`src/rtl/fifo_arb_pkg.sv`:
```
// Shared types and helpers for the FIFO write-side arbiter.
//   arb_state_t : arbiter state (IDLE = no owner, OWN = owner held)
//   cnt_w()     : width of the burst counter for a given maximum burst
package fifo_arb_pkg;

    typedef enum logic {
        IDLE = 1'b0,
        OWN  = 1'b1
    } arb_state_t;

    // Burst counter must be able to hold values 0..max_burst.
    function automatic int cnt_w(input int max_burst);
        return $clog2(max_burst + 1);
    endfunction

endpackage

```
`src/rtl/fifo_wr_arbiter_rr_pick.sv`:
```
// Combinational round-robin picker.
//   req   : request vector
//   ptr   : index searched first; the search wraps modulo NUM_REQ
//   found : at least one request is high
//   idx   : first requesting index at or after ptr (cyclically)
module rr_pick #(
    parameter int NUM_REQ = 4,
    parameter int IDX_W   = $clog2(NUM_REQ)
) (
    input  logic [NUM_REQ-1:0] req,
    input  logic [IDX_W-1:0]   ptr,
    output logic               found,
    output logic [IDX_W-1:0]   idx
);

    // One extra bit so ptr + offset never overflows before the modulo fold.
    logic [IDX_W:0] k;

    always_comb begin
        found = 1'b0;
        idx   = '0;
        k     = '0;
        for (int i = 0; i < NUM_REQ; i++) begin
            k = {1'b0, ptr} + (IDX_W+1)'(i);
            if (k >= (IDX_W+1)'(NUM_REQ)) begin
                k = k - (IDX_W+1)'(NUM_REQ);
            end
            if (!found && req[k[IDX_W-1:0]]) begin
                found = 1'b1;
                idx   = k[IDX_W-1:0];
            end
        end
    end

endmodule

```
`src/rtl/fifo_wr_arbiter.sv`:
```
// Round-robin write-side arbiter sharing one FIFO write port among
// NUM_REQ producers. An owner keeps the port for up to MAX_BURST words so
// its words land contiguously; writes are throttled by fifo_full.
//   clk, rst     : clock, synchronous active-high reset
//   req          : per-requester write request (data held until gnt)
//   req_data     : packed request data, requester i at [i*DATA_WIDTH +: DATA_WIDTH]
//   gnt          : one-hot accept strobe, high when the word is written
//   fifo_full    : FIFO full flag
//   fifo_wr_en   : FIFO write enable
//   fifo_wr_data : FIFO write data
//   active_id    : current owner index
//   busy         : an owner is held
module fifo_wr_arbiter
    import fifo_arb_pkg::*;
#(
    parameter int DATA_WIDTH = 8,
    parameter int NUM_REQ    = 4,
    parameter int MAX_BURST  = 4
) (
    input  logic                          clk,
    input  logic                          rst,
    input  logic [NUM_REQ-1:0]            req,
    input  logic [NUM_REQ*DATA_WIDTH-1:0] req_data,
    output logic [NUM_REQ-1:0]            gnt,
    input  logic                          fifo_full,
    output logic                          fifo_wr_en,
    output logic [DATA_WIDTH-1:0]         fifo_wr_data,
    output logic [$clog2(NUM_REQ)-1:0]    active_id,
    output logic                          busy
);

    localparam int IDX_W = $clog2(NUM_REQ);
    localparam int CNT_W = cnt_w(MAX_BURST);

    arb_state_t       state;
    logic [IDX_W-1:0] own;
    logic [IDX_W-1:0] ptr;
    logic [CNT_W-1:0] cnt;

    logic [DATA_WIDTH-1:0] words [NUM_REQ];
    logic                  owning;
    logic                  wr;
    logic                  burst_last;
    logic                  rel;
    logic                  pick_found;
    logic [IDX_W-1:0]      pick_idx;

    function automatic logic [IDX_W-1:0] next_idx(input logic [IDX_W-1:0] i);
        return (i == IDX_W'(NUM_REQ-1)) ? '0 : i + IDX_W'(1);
    endfunction

    always_comb begin
        for (int i = 0; i < NUM_REQ; i++) begin
            words[i] = req_data[i*DATA_WIDTH +: DATA_WIDTH];
        end
    end

    assign owning     = (state == OWN);
    assign wr         = owning & req[own] & ~fifo_full;
    assign burst_last = (cnt == CNT_W'(MAX_BURST-1));
    assign rel        = owning & ((wr & burst_last) | ~req[own]);

    // While owning, ptr is own+1, so the previous owner is searched last.
    rr_pick #(
        .NUM_REQ (NUM_REQ),
        .IDX_W   (IDX_W)
    ) u_pick (
        .req   (req),
        .ptr   (ptr),
        .found (pick_found),
        .idx   (pick_idx)
    );

    always_ff @(posedge clk) begin
        if (rst) begin
            state <= IDLE;
            own   <= '0;
            ptr   <= '0;
            cnt   <= '0;
        end else begin
            case (state)
                IDLE: begin
                    if (pick_found) begin
                        state <= OWN;
                        own   <= pick_idx;
                        ptr   <= next_idx(pick_idx);
                        cnt   <= '0;
                    end
                end
                OWN: begin
                    if (rel) begin
                        // Re-pick in the same edge: handover has no idle bubble.
                        if (pick_found) begin
                            own <= pick_idx;
                            ptr <= next_idx(pick_idx);
                        end else begin
                            state <= IDLE;
                        end
                        cnt <= '0;
                    end else if (wr) begin
                        cnt <= cnt + CNT_W'(1);
                    end
                end
                default: state <= IDLE;
            endcase
        end
    end

    // Outputs are forced low while rst is high so a burst interrupted by
    // reset never writes in the reset cycle.
    assign fifo_wr_en   = ~rst & wr;
    assign gnt          = (~rst & wr) ? ({{(NUM_REQ-1){1'b0}}, 1'b1} << own) : '0;
    assign fifo_wr_data = (~rst & owning) ? words[own] : '0;
    assign active_id    = rst ? '0 : own;
    assign busy         = ~rst & owning;

endmodule
```
`config.mk`:
```
export PLATFORM = sky130hd
export DESIGN_NAME = fifo_wr_arbiter
export DESIGN_NICKNAME = d
export VERILOG_FILES = /design/src/rtl/fifo_arb_pkg.sv /design/src/rtl/fifo_wr_arbiter_rr_pick.sv /design/src/rtl/fifo_wr_arbiter.sv
export SDC_FILE = /design/constraint.sdc
export NUM_CORES = 1
export LEC_CHECK = 0
export BUFFER_PORTS_ARGS = -buffer_cell sky130_fd_sc_hd__clkbuf_2
export CAP_MARGIN = 25
export CORE_MARGIN = 4
export CORE_UTILIZATION = 30
export CTS_BUF_LIST = sky130_fd_sc_hd__clkbuf_4
export CTS_CLUSTER_SIZE = 20
export DETAILED_ROUTE_END_ITERATION = 10
export MAX_ROUTING_LAYER = met4
export PLACE_DENSITY = 0.68
export SYNTH_ARGS = -nofsm -noshare
export SYNTH_HDL_FRONTEND = slang
export SYNTH_SLANG_ARGS = --single-unit
export TNS_END_PERCENT = 20
```
`constraint.sdc`:
```
create_clock -name clk -period 2 [get_ports clk]
set_input_delay 0 -clock clk [delete_from_list [all_inputs] [get_ports clk]]
set_output_delay 0 -clock clk [all_outputs]
set_load 0.01 [all_outputs]
```
* Word-level counts from Yosys, hierarchy flattened
Cells that the tools add are included.
** Word-level totals
- Register bits :: 8
** Cells by class
- Eq/ne operators :: 5
- $lt $le $gt $ge :: 10
- Bitwise gates (word level) :: 12
- Mux-type cells :: 42
- Reductions and logical operators :: 7
- Add/sub/neg operators :: 9
- Shift operators :: 1
** Operators by type and width (count)
- 2-bit two-way mux :: 14
- 8-bit two-way mux :: 3
- 8-bit binary-select mux with 2-bit select :: 1
- 2-bit by 3-bit < comparator with 1-bit output, second input constant :: 5
- 3-bit >= comparator, second input constant :: 4
- 1-bit two-way mux :: 11
- 1-bit binary-select mux with 2-bit select :: 5
- 3-bit two-way mux :: 3
- 2-bit case mux with 2 select lines :: 2
- 2-bit by 1-bit subtractor with 2-bit output, second input constant :: 4
- 2-bit by 2-bit adder with 3-bit output, second input constant :: 2
- 1-bit bitwise AND :: 6
- 3-bit case mux with 2 select lines :: 1
- 4-bit two-way mux :: 1
- 1-bit inverter :: 4
- 1-bit by 2-bit left shift with 4-bit output, first input constant :: 1
- 2-bit by 1-bit adder with 3-bit output, second input constant :: 1
- 3-bit by 1-bit adder with 3-bit output, second input constant :: 1
- 3-bit by 2-bit == test with 1-bit output, second input constant :: 1
- 2-bit by 3-bit >= comparator with 1-bit output, second input constant :: 1
- 1-bit logical AND :: 3
- 1-bit zero test :: 3
- 3-bit by 1-bit != test with 1-bit output, second input constant :: 1
- 2-bit inverter with 3-bit output :: 1
- other kinds (7) :: 7

* Logic depth before layout (Yosys ltp)
Gate-level depths: netlist of the first run.
- Word-level depth :: 19
- Depth in mapped cells :: 7

* Cells and area by module
Synthesis of the first run repeated with hierarchy kept, for this count alone.
** Second synthesis, totals
- Cell total of the unflattened synthesis :: 88
- Area total of the unflattened synthesis :: 845.8 µm²
** Modules (own cells, without submodules)
- fifo_wr_arbiter :: area each 768.2 µm², cells each 73, sequential area each 160.2 µm², instances 1
- rr_pick :: area each 77.6 µm², cells each 15, sequential area each 0.0 µm², instances 1

* Least setup slack after synthesis of the first run
OpenSTA, ideal clock, no wires.
- Path kind :: reg2reg
- From :: register own[0]
- To :: register cnt[1]
- Data arrival time :: 1.482 ns
- Setup time :: 0.116 ns
- Buffers on the path :: 1
- Setup slack :: 0.402 ns
- Period minus slack after synthesis :: 1.598 ns
- Stages on the path, launching flop included :: 6
- Cells stage by stage :: dfxtp_1 -> buf_6 -> mux4_2 -> a31oi_4 -> nor3b_1 -> a31o_1
** Between the ends
- Longest elaborated chain between the ends :: 9
- Elaborated cells between the ends (all ways) :: 12
- Those cells by class :: 1 x eq/ne; 4 x mux; 6 x bitwise; 1 x reduce/logical
** Ends and longest elaborated chain
- start, declared :: RTL line fifo_wr_arbiter.sv:36 : logic [IDX_W-1:0] own;
- start signal, assigned :: RTL line fifo_wr_arbiter.sv:85 : own <= pick_idx;
- start signal, assigned :: RTL line fifo_wr_arbiter.sv:94 : own <= pick_idx;
- 1-bit binary-select mux with 2-bit select (*) :: RTL line fifo_wr_arbiter.sv:59, fifo_wr_arbiter.sv:61
- 1-bit two-way mux (not written as such) (*) :: RTL line fifo_wr_arbiter.sv:59, fifo_wr_arbiter.sv:61
- 1-bit bitwise AND (2 in series) :: RTL line fifo_wr_arbiter.sv:59 : assign wr = owning & req[own] & ~fifo_full;
- 1-bit bitwise AND :: RTL line fifo_wr_arbiter.sv:61 : assign rel = owning & ((wr & burst_last) | ~req[own]);
- 1-bit OR :: RTL line fifo_wr_arbiter.sv:61
- 1-bit bitwise AND :: RTL line fifo_wr_arbiter.sv:61
- 3-bit two-way mux or 3-bit by 1-bit != test with 1-bit output (tied branches)
- 3-bit case mux with 2 select lines or 2-bit AND reduction (tied branches)
- end signal, assigned :: RTL line fifo_wr_arbiter.sv:101 : cnt <= cnt + CNT_W'(1);
- end, declared :: RTL line fifo_wr_arbiter.sv:38 : logic [CNT_W-1:0] cnt;
Every way passes the cells marked *; elsewhere a longest branch is shown, timed or not. The select of a mux whose other input is x is not followed.
A chain may end at the register's enable or synchronous reset.

* Worst setup path after layout of the first run
- From :: register own[0]
- To :: output port gnt[3]
** Between the ends
- Longest elaborated chain between the ends :: 6
- Elaborated cells between the ends (all ways) :: 7
- Those cells by class :: 1 x shift; 3 x mux; 3 x bitwise
** Ends and longest elaborated chain
- 1-bit binary-select mux with 2-bit select :: RTL line fifo_wr_arbiter.sv:59
- 1-bit two-way mux (not written as such) :: RTL line fifo_wr_arbiter.sv:59
- 1-bit bitwise AND (2 in series) :: RTL line fifo_wr_arbiter.sv:59
- 1-bit bitwise AND :: RTL line fifo_wr_arbiter.sv:112 : assign gnt = (~rst & wr) ? ({{(NUM_REQ-1){1'b0}}, 1'b1} << own) : '0;
- 4-bit two-way mux (*) :: RTL line fifo_wr_arbiter.sv:112
- end, declared :: RTL line fifo_wr_arbiter.sv:24 : output logic [NUM_REQ-1:0] gnt,
Marked as above.

==> metrics, run 1 <==
CTS-repair resized insts 0; Ys Warns 0; detailed-route DRC error count 0; total number of vias 904; First-pass DRT Iterations 4; layout cells sized above 1 0.4930; Die Footprint 0.003805 sq mm; met3 usage 0.02516; Hold WC Path Type primary input to flop; dpl hpwl 1987 microns; Async S/R FF share, synth 0; synthesized flop and latch total 8; I/O Buffers 54; DIE WIDTH 61.69 microns; total wire length 2282 microns; htree depth 1; CP max stage cell mux4_2; syn nets 129; Max Cap Viol 0; 1st-iter DRT viols 40; first-pass GRT wire length 3429 microns; Compound-Gate Fraction of Synth Area 0.1795; Worst Path Arrival 1750 ps; Post CTS Setup Buffer Count 0; Final nets 185; Adder-Cell Fraction of Synth Area 0.02894; final setup fails 0; Slew Limit Fails 0; pin count of the biggest net entering global routing 15; crit path buf inv count 1; multiplexer share of the synthesized area 0.2750; M1 GR Usage 0.1213; root buffer cell clkbuf_4; initial antenna violation count 0; Area Overhead vs Synth 36.90%; worst path cell trace mux4_2, nand2_1, nor2_1, and3_1, clkbuf_2; Max Buffers Root-to-Sink 2; sequential area share after synthesis 0.1852; Final Hold Fails 0; cts hold-fix bufs 0; fin crit period 1753 ps; Highest Clock Rate 0.5703 GHz; GR Util met2 0.2317; RSZ-0062 raised after global routing no; fin crit share 0.8767; Top Usage Layer GRT met2; Least-Margin Pin Slew 448.2 ps; Leakage 0.5530 nW; largest cells by area after synthesis dfxtp_1 19%, mux4_2 13%, mux4_1 12%; Critical Path Source Type flop; drt wl/cell 13.19 microns; area leader, netlist dfxtp_1; Reg2Reg Depth 4; initial core utilization 0.3135; num ports 55; Site Rows 19; DR vias/cell 5.225; antenna-violating nets left 0; Fin Clk Skew 10.94 ps; Worst Hold Slack 68.98 ps; Sum Neg Setup Slack 0 ps; Crit path required time 2000 ps; Max FO, Critical Path 4; overall routing resource usage 0.1226; Post-synth EDFFs 0; fin cells 173; vias in the first global route 827; clock sinks 8; run status finished clean; pwr/cell area 613.2 mW/mm^2; slowest stage delay, CP 600 ps; die span in y 61.69 microns; post-synthesis simple-gate area fraction 0.2533; Post-synth top cells 9 x nor2_1, 8 x and2_1, 8 x dfxtp_1; placed cells 170; mapped cell area 864.6 sq um; diodes inserted 0; post-synth cell types 34; Worst-Skew Late Latency 250 ps; Rel. slew slack 0.6987; Max VDD drop 0.3791 mV; Post-synth top flop dfxtp_1; Tot Pwr 725.9 uW; largest family of logic cells by synthesized area multiplexers; WS Path Type flop to output port; CTS tree built; Mapped Avg Cell Area 9.825 sq um; CP Capture Type output port; clock buffer count from CTS 3; Overflow after GRT 0; most common cell in the synthesized netlist nor2_1; top-area cell type share of the netlist area 0.1852; GPL Wtd Cong 0.7625; critical path's top delay family multiplexers; Worst Hold Path Cells 2; Worst path depth 5; Mapped Cells 88; Core Region 0.002758 sq mm; XOR/XNOR Fraction of Synth Area 0.02026; clock-pin slew on the worst setup and hold paths 60 ps
==> report_power, final <==
part / switching (mW) / internal [mW]
logic: 0.175 / 0.208
clock network: 0.0508 / 0.0684
registers: 0.0373 / 0.186
total: 0.263 / 0.463
==> placed cells by master (no fill, tap or decap), types with 3 or more instances in the layout <==
cell | Yosys | final
clkbuf_2 | 0 | 54
nor2_1 | 9 | 9
and2_1 | 8 | 8
dfxtp_1 | 8 | 8
mux4_2 | 5 | 5
a21oi_1 | 5 | 5
nor2b_1 | 4 | 4
inv_1 | 4 | 4
mux4_1 | 4 | 4
nand2b_1 | 4 | 4
nand2_1 | 3 | 3
clkbuf_4 | 0 | 3
buf_4 | 0 | 3
==> through the flow <==
stage / utilization / area (sq um) / setup WS [ps]
floorplan: - / 864.6 / 402.5
global placement: 0.4211 / 1161 / 447.4
detailed placement: 0.4211 / 1161 / 398.9
CTS: 0.4292 / 1184 / 235.6
global route: 0.4292 / 1184 / 160.8
finish: 0.4292 / 1184 / 246.5
==> final timing paths <==
check                             from      to  slack (ps)
worst max-delay path            own[0]  gnt[3]         250
worst min-delay path               rst  ptr[1]          70
worst max register to register  own[0]  own[0]         400
worst min register to register  cnt[0]  cnt[0]         500
==> layer usage <==
metal | part of all wire | vias to the layer above
met5 | 0 | -
met4 | 0.014 | 0
met3 | 0.16 | 2
met2 | 0.49 | 54
met1 | 0.34 | 404
li1 | - | 444
==> cell type report <==
class,count,area (sq um)
sequential,8,160.2
inverter,4,15.01
clock buffer,3,22.52
multi-input combinational,70,654.4
fill,266,1574
tap,31,38.79
timing repair buffer,57,292.8
==> worst reg2reg max path, cell delays in order, from the launching register on <==
cell,delay (ps)
dfxtp_1,350
mux4_2,600
a31oi_4,270
mux2i_1,210
nor2_1,50
==> cell families after synthesis <==
kind of cell | Yosys count
and+or+nand+nor | 38
AOI/OAI and AO/OA | 17
muxes | 11
buffers and inverters | 10
DFF | 8
xor gates and xnor gates | 2
adders and majority gates | 2
Note: power is estimated with default switching activity, not from simulation.
==> run 2, diff against run 1 <==
--- a/config.mk
+++ b/config.mk
@@ -16,5 +16,6 @@
 export PLACE_DENSITY = 0.68
 export SYNTH_ARGS = -nofsm -noshare
 export SYNTH_HDL_FRONTEND = slang
+export SYNTH_HIERARCHICAL = 1
 export SYNTH_SLANG_ARGS = --single-unit
 export TNS_END_PERCENT = 20
==> run 2 against run 1 <==
Effect of this change: via count shrank 0.22%; sequential power decreased by 9.8%; hold slack gained 50 ps; combinational power fell by 22%; critical path type unchanged; critical path depth decreased by 1; clock-buffer cell count did not move; power fell by 14%; clock power rose by 5%; area after synthesis fell by 2.2%; routed wire length unchanged; clock skew decreased by 7.1 ps; synthesized cell count did not move.
==> metrics, run 2 <==
CP max stage cell mux4_2 (unchanged); DR vias/cell 5.244 (was 5.225); Core Region 0.002590 sq mm (was 0.002758 sq mm); Highest Clock Rate 0.5375 GHz (was 0.5703 GHz); Hold WC Path Type primary input to flop (unchanged); Slew Limit Fails 0 (unchanged); num ports 55 (unchanged); Placed Area 0.001141 sq mm (was 0.001161 sq mm); Site Rows 18 (was 19); Leakage 0.5731 nW (was 0.5530 nW); Sum Neg Setup Slack 0 ps (unchanged); fillers 241 (was 266); DIE WIDTH 61.10 microns (was 61.69 microns); Die Footprint 0.003733 sq mm (was 0.003805 sq mm); Crit Reg-Reg Startpoint own[0] (unchanged); CTS-repair resized insts 0 (unchanged); top-area cell type share of the netlist area 0.1893 (was 0.1852); Mapped Cells 88 (unchanged); RSZ-0062 raised after global routing no (unchanged); run status finished clean (unchanged); Overflow after GRT 0 (unchanged); most frequent cells in the layout 54 x clkbuf_2, 14 x nor2b_1, 8 x inv_1, 8 x dfxtp_1 (was 54 x clkbuf_2, 9 x nor2_1, 8 x and2_1, 8 x dfxtp_1); Final Hold Fails 0 (unchanged); root buffer cell clkbuf_4 (unchanged); Worst Hold Path EP owning (was ptr[1]); GPL Wtd Cong 0.7791 (was 0.7625); M1 GR Usage 0.1121 (was 0.1213); final setup fails 0 (unchanged); total number of vias 902 (was 904); Reg2Reg Depth 3 (was 4); 1st-iter DRT viols 55 (was 40); Tot Pwr 626.2 uW (was 725.9 uW); sequential area share after synthesis 0.1893 (was 0.1852); htree depth 1 (unchanged); critical path's top delay family simple AND/OR/NAND/NOR gates (was multiplexers); Area Overhead vs Synth 37.57% (was 36.90%); total wire length 2282 microns (unchanged); First-pass DRT Iterations 4 (unchanged); Mapped Avg Cell Area 9.611 sq um (was 9.825 sq um); Max Buffers Root-to-Sink 2 (unchanged); overall routing resource usage 0.1220 (was 0.1226); Post CTS Setup Buffer Count 0 (unchanged); mapped cell area 845.8 sq um (was 864.6 sq um); detailed-route DRC error count 0 (unchanged); Worst Hold Path Cells 2 (unchanged); Final nets 186 (was 185); Worst-Skew Late Latency 250 ps (about the same); final worst slack 139.7 ps (was 246.5 ps); clock sinks 8 (unchanged); largest cells by area after synthesis dfxtp_1 19%, mux4_2 19%, nor2b_1 10% (was dfxtp_1 19%, mux4_2 13%, mux4_1 12%); Post-synth EDFFs 0 (unchanged); DP Worst Slack 305.2 ps (was 398.9 ps); largest registers cnt (3), own (2), ptr (2); vias in the first global route 845 (was 827); Ys Warns 6 (was 0); max FFs per register 3; Max FO, Critical Path 7 (was 4); commonest non-fill, non-tap cell in the layout clkbuf_2 (unchanged); die span in y 61.10 microns (was 61.69 microns); slowest stage delay, CP 440 ps (was 600 ps); Fin Clk Skew 3.817 ps (was 10.94 ps); pin count of the biggest net entering global routing 17 (was 15); Least-Margin Pin Slew 325.9 ps (was 448.2 ps); area leader, netlist dfxtp_1 (unchanged); I/O Buffers 54 (unchanged); Max Cap Viol 0 (unchanged); Critical Path Source Type flop (unchanged); clock-pin slew on the worst setup and hold paths 60 ps (about the same); initial core utilization 0.3266 (was 0.3135); Rel. slew slack 0.7825 (was 0.6987); reg2reg end own[1] (was own[0]); min-delay src rst (unchanged); Crit path required time 2000 ps (about the same); Async S/R FF share, synth 0 (unchanged); Post-synth top cells 14 x nor2b_1, 8 x dfxtp_1, 8 x inv_1 (was 9 x nor2_1, 8 x and2_1, 8 x dfxtp_1); Worst Path Arrival 1860 ps (was 1750 ps); Post-synth top flop dfxtp_1 (unchanged); worst path cell trace mux4_2, or3b_1, nor3b_1, clkbuf_2 (was mux4_2, nand2_1, nor2_1, and3_1, clkbuf_2); diodes inserted 0 (unchanged); pwr/cell area 538.1 mW/mm^2 (was 613.2 mW/mm^2); initial antenna violation count 0 (unchanged); GR Util met2 0.2326 (was 0.2317); most common cell in the synthesized netlist nor2b_1 (was nor2_1); Max VDD drop 0.2591 mV (was 0.3791 mV); layout cells sized above 1 0.5141 (was 0.4930); fin crit period 1860 ps (was 1753 ps); Most flops, register cnt; WS Path Type flop to output port (unchanged); design area 0.001164 sq mm (was 0.001184 sq mm); crit path buf inv count 1 (unchanged); Top Usage Layer GRT met2 (unchanged); dpl hpwl 1936 microns (was 1987 microns); CP Capture Type output port (unchanged); met3 usage 0.03774 (was 0.02516); fin crit share 0.9302 (was 0.8767); cts hold-fix bufs 0 (unchanged); CTS tree built (unchanged); reg-to-reg setup timing slack 290 ps (was 400 ps); syn nets 130 (was 129); clock buffer count from CTS 3 (unchanged); post-synth cell types 27 (was 34); first-pass GRT wire length 3353 microns (was 3429 microns); antenna-violating nets left 0 (unchanged); synthesized flop and latch total 8 (unchanged); drt wl/cell 13.27 microns (was 13.19 microns)
[run 2: cell types whose count changed after synthesis, sizes merged, moves of 4 or more]
cell | before | now
and2 | 8 | 0
nor2b | 4 | 14
nor2 | 9 | 4
nand2b | 4 | 8
inv | 4 | 9
[run 2: worst max-delay path by stage]
stage                 from  endpoint  slack, ps  depth (start not counted)
global placement    own[0]    ptr[0]        360                          3
detailed placement  own[0]    own[1]        310                          3
floorplan           own[0]    own[0]        320                          4
finish              own[0]    gnt[2]        140                          4
global route        owning    gnt[2]         40                          4
CTS                 own[0]    gnt[2]        140                          4
[run 2: final cells by class]
cell class	instances	area (sq um)	area share
Sequential cell	8	160.2	0.1376
Inverter	9	33.78	0.02903
Timing Repair Buffer	56	285.3	0.2452
Clock buffer	3	22.52	0.01935
Tap cell	30	37.54	0.03226
Multi-Input combinational cell	66	624.3	0.5366
[run 2: report_power, final]
part / switching [mW] / internal (mW)
clock network: 0.0564 / 0.0688
logic: 0.127 / 0.171
registers: 0.0221 / 0.180
[run 2: per-stage QoR]
stage               cells  utilization  hold slack [ps]
floorplan              88            -            52.12
detailed placement    169       0.4406            376.7
CTS                   172       0.4493            109.8
global placement      169       0.4406            364.3
global route          172       0.4493            147.1
finish                172       0.4493            119.1
[run 2: kinds of logic after synthesis]
family / Yosys count / synth area share
simple gates: 37 / 0.2648
fa+ha+maj: 3 / 0.04438
flops: 8 / 0.1893
mux: 16 / 0.3358
buf+inv: 14 / 0.07247
compound gates: 10 / 0.09319
[run 2: per-layer routing]
layer | share of wire | routed length [microns] | vias to the layer above
li1 | - | - | 430
met3 | 0.15 | 352 | 4
met5 | 0 | 0 | -
met1 | 0.36 | 825 | 416
met4 | 0.011 | 24 | 0
met2 | 0.47 | 1080 | 52
[run 2: worst register-to-register path, stage by stage, from the launching register on]
cell	delay, ps
dfxtp_1	360
mux4_2	610
a31oi_4	270
mux2_2	370
==> run 3, diff against run 2 <==
--- a/config.mk
+++ b/config.mk
@@ -7,7 +7,6 @@
 export LEC_CHECK = 0
 export BUFFER_PORTS_ARGS = -buffer_cell sky130_fd_sc_hd__clkbuf_2
 export CAP_MARGIN = 25
-export CORE_MARGIN = 4
 export CORE_UTILIZATION = 30
 export CTS_BUF_LIST = sky130_fd_sc_hd__clkbuf_4
 export CTS_CLUSTER_SIZE = 20
==> run 3 against run 2 <==
Effect of this change: worst setup slack gained 33 ps; routed wire length shrank 10%; fmax grew 1.8%; largest cell class unchanged; utilization grew 0.39 points; clock-buffer cell count is the same; clock power is essentially flat; flip-flop and latch count is the same; sequential share of layout area is the same; non-clock buffer count is the same; die area shrank 19%; power shrank 0.30%; largest power group unchanged; hold slack lost 16 ps.
==> metrics, run 3 (synthesis gave the netlist of run 2 again) <==
Leakage 0.5731 nW (unchanged); Least-Margin Pin Slew 315.9 ps (was 325.9 ps); DIE WIDTH 55.10 microns (was 61.10 microns); initial antenna violation count 0 (unchanged); drt wl/cell 11.91 microns (was 13.27 microns); clock sinks 8 (unchanged); I/O Buffers 54 (unchanged); placed cells 169 (unchanged); Site Rows 18 (unchanged); layout cells sized above 1 0.5141 (unchanged); Overflow after GRT 0 (unchanged); dpl hpwl 1737 microns (was 1936 microns); htree depth 1 (unchanged); root buffer cell clkbuf_4 (unchanged); DR vias/cell 5.081 (was 5.244); pin count of the biggest net entering global routing 17 (unchanged); max FFs per register 3 (unchanged); CP Capture Type output port (unchanged); Max VDD drop 0.3274 mV (was 0.2591 mV); diodes inserted 0 (unchanged); Core Region 0.002567 sq mm (was 0.002590 sq mm); cts hold-fix bufs 0 (unchanged); Area Overhead vs Synth 37.57% (unchanged); initial core utilization 0.3294 (was 0.3266); Max Cap Viol 0 (unchanged); Post CTS Setup Buffer Count 0 (unchanged); Placed Area 0.001141 sq mm (unchanged); clock-pin slew on the worst setup and hold paths 60 ps (about the same); fin cells 172 (unchanged); total number of vias 874 (was 902); GPL Wtd Cong 0.6716 (was 0.7791); Sum Neg Setup Slack 0 ps (unchanged); overall routing resource usage 0.1407 (was 0.1220); Crit path required time 2000 ps (about the same); detailed-route DRC error count 0 (unchanged); pwr/cell area 536.5 mW/mm^2 (was 538.1 mW/mm^2); Rel. slew slack 0.7891 (was 0.7825); RSZ-0062 raised after global routing no (unchanged); Worst Path Arrival 1830 ps (was 1860 ps); WS Path Type flop to output port (unchanged); Die Footprint 0.003035 sq mm (was 0.003733 sq mm); vias in the first global route 769 (was 845); final setup fails 0 (unchanged); num ports 55 (unchanged); Fin Clk Skew 4.503 ps (was 3.817 ps); Final nets 186 (unchanged); antenna-violating nets left 0 (unchanged); Max FO, Critical Path 7 (unchanged); largest registers cnt (3), own (2), ptr (2) (unchanged); Critical Path Source Type flop (unchanged); Worst-Skew Late Latency 250 ps (about the same); Worst Hold Slack 103.6 ps (was 119.1 ps); 1st-iter DRT viols 5 (was 55); clock buffer count from CTS 3 (unchanged); CTS tree built (unchanged); design area 0.001164 sq mm (unchanged); total wire length 2049 microns (was 2282 microns); Max Buffers Root-to-Sink 2 (unchanged); Hold WC Path Type primary input to flop (unchanged); fin crit share 0.9135 (was 0.9302); first-pass GRT wire length 2980 microns (was 3353 microns); First-pass DRT Iterations 4 (unchanged); commonest non-fill, non-tap cell in the layout clkbuf_2 (unchanged); Slew Limit Fails 0 (unchanged); run status finished clean (unchanged); CTS-repair resized insts 0 (unchanged); post-layout util 0.4532 (was 0.4493); fin crit period 1827 ps (was 1860 ps); most frequent cells in the layout 54 x clkbuf_2, 14 x nor2b_1, 8 x inv_1, 8 x dfxtp_1 (unchanged); die span in y 55.10 microns (was 61.10 microns); Final Hold Fails 0 (unchanged); Most flops, register cnt (unchanged); Highest Clock Rate 0.5473 GHz (was 0.5375 GHz)
-- run 3: cell counts in the layout (fill, tap and decap cells not counted) --
No cell type changed its count.
-- run 3: critical path: stages (launching register included) --
cell,delay [ps]
dfxtp_1,350
mux4_2,610
or3b_1,260
inv_1,60
and3_1,170
clkbuf_2,120
-- run 3: final timing paths --
check / startpoint / endpoint / slack, ps / cells after the start
setup reg to reg: own[0] / ptr[0] / 290 / 3
hold reg to reg: cnt[2] / cnt[2] / 480 / 2
hold / removal: rst / owning / 100 / 2
setup / recovery: own[0] / gnt[3] / 170 / 5
-- run 3: power by group --
| group | total [mW] | switching (mW) | internal, mW |
|---|---|---|---|
| combinational | 0.295 | 0.124 | 0.171 |
| sequential | 0.203 | 0.0228 | 0.180 |
| clock | 0.127 | 0.0578 | 0.0689 |
| total | 0.624 | 0.204 | 0.420 |
-- run 3: routing by layer --
metal  track usage  vias up  share of wire
met1        0.1248      398           0.39
li1              -      432              -
met2        0.2831       42           0.49
met4       0.01250        0         0.0039
met3       0.05738        2           0.12
met5             -        -              0
-- run 3: per-stage QoR --
step | setup WS, ps | power (mW)
floorplan | 317.3 | 0.4168
global placement | 353.6 | 0.4924
detailed placement | 295.9 | 0.5034
CTS | 156.7 | 0.6358
global route | 3.031 | 0.6857
finish | 173.0 | 0.6243
-- run 3: layout make-up --
type / instances / area (sq um)
sequential: 8 / 160.2
multi-input combinational: 66 / 624.3
inverter: 9 / 33.78
timing repair buffer: 56 / 285.3
clock buffer: 3 / 22.52
tap: 30 / 37.54
fill: 252 / 1404
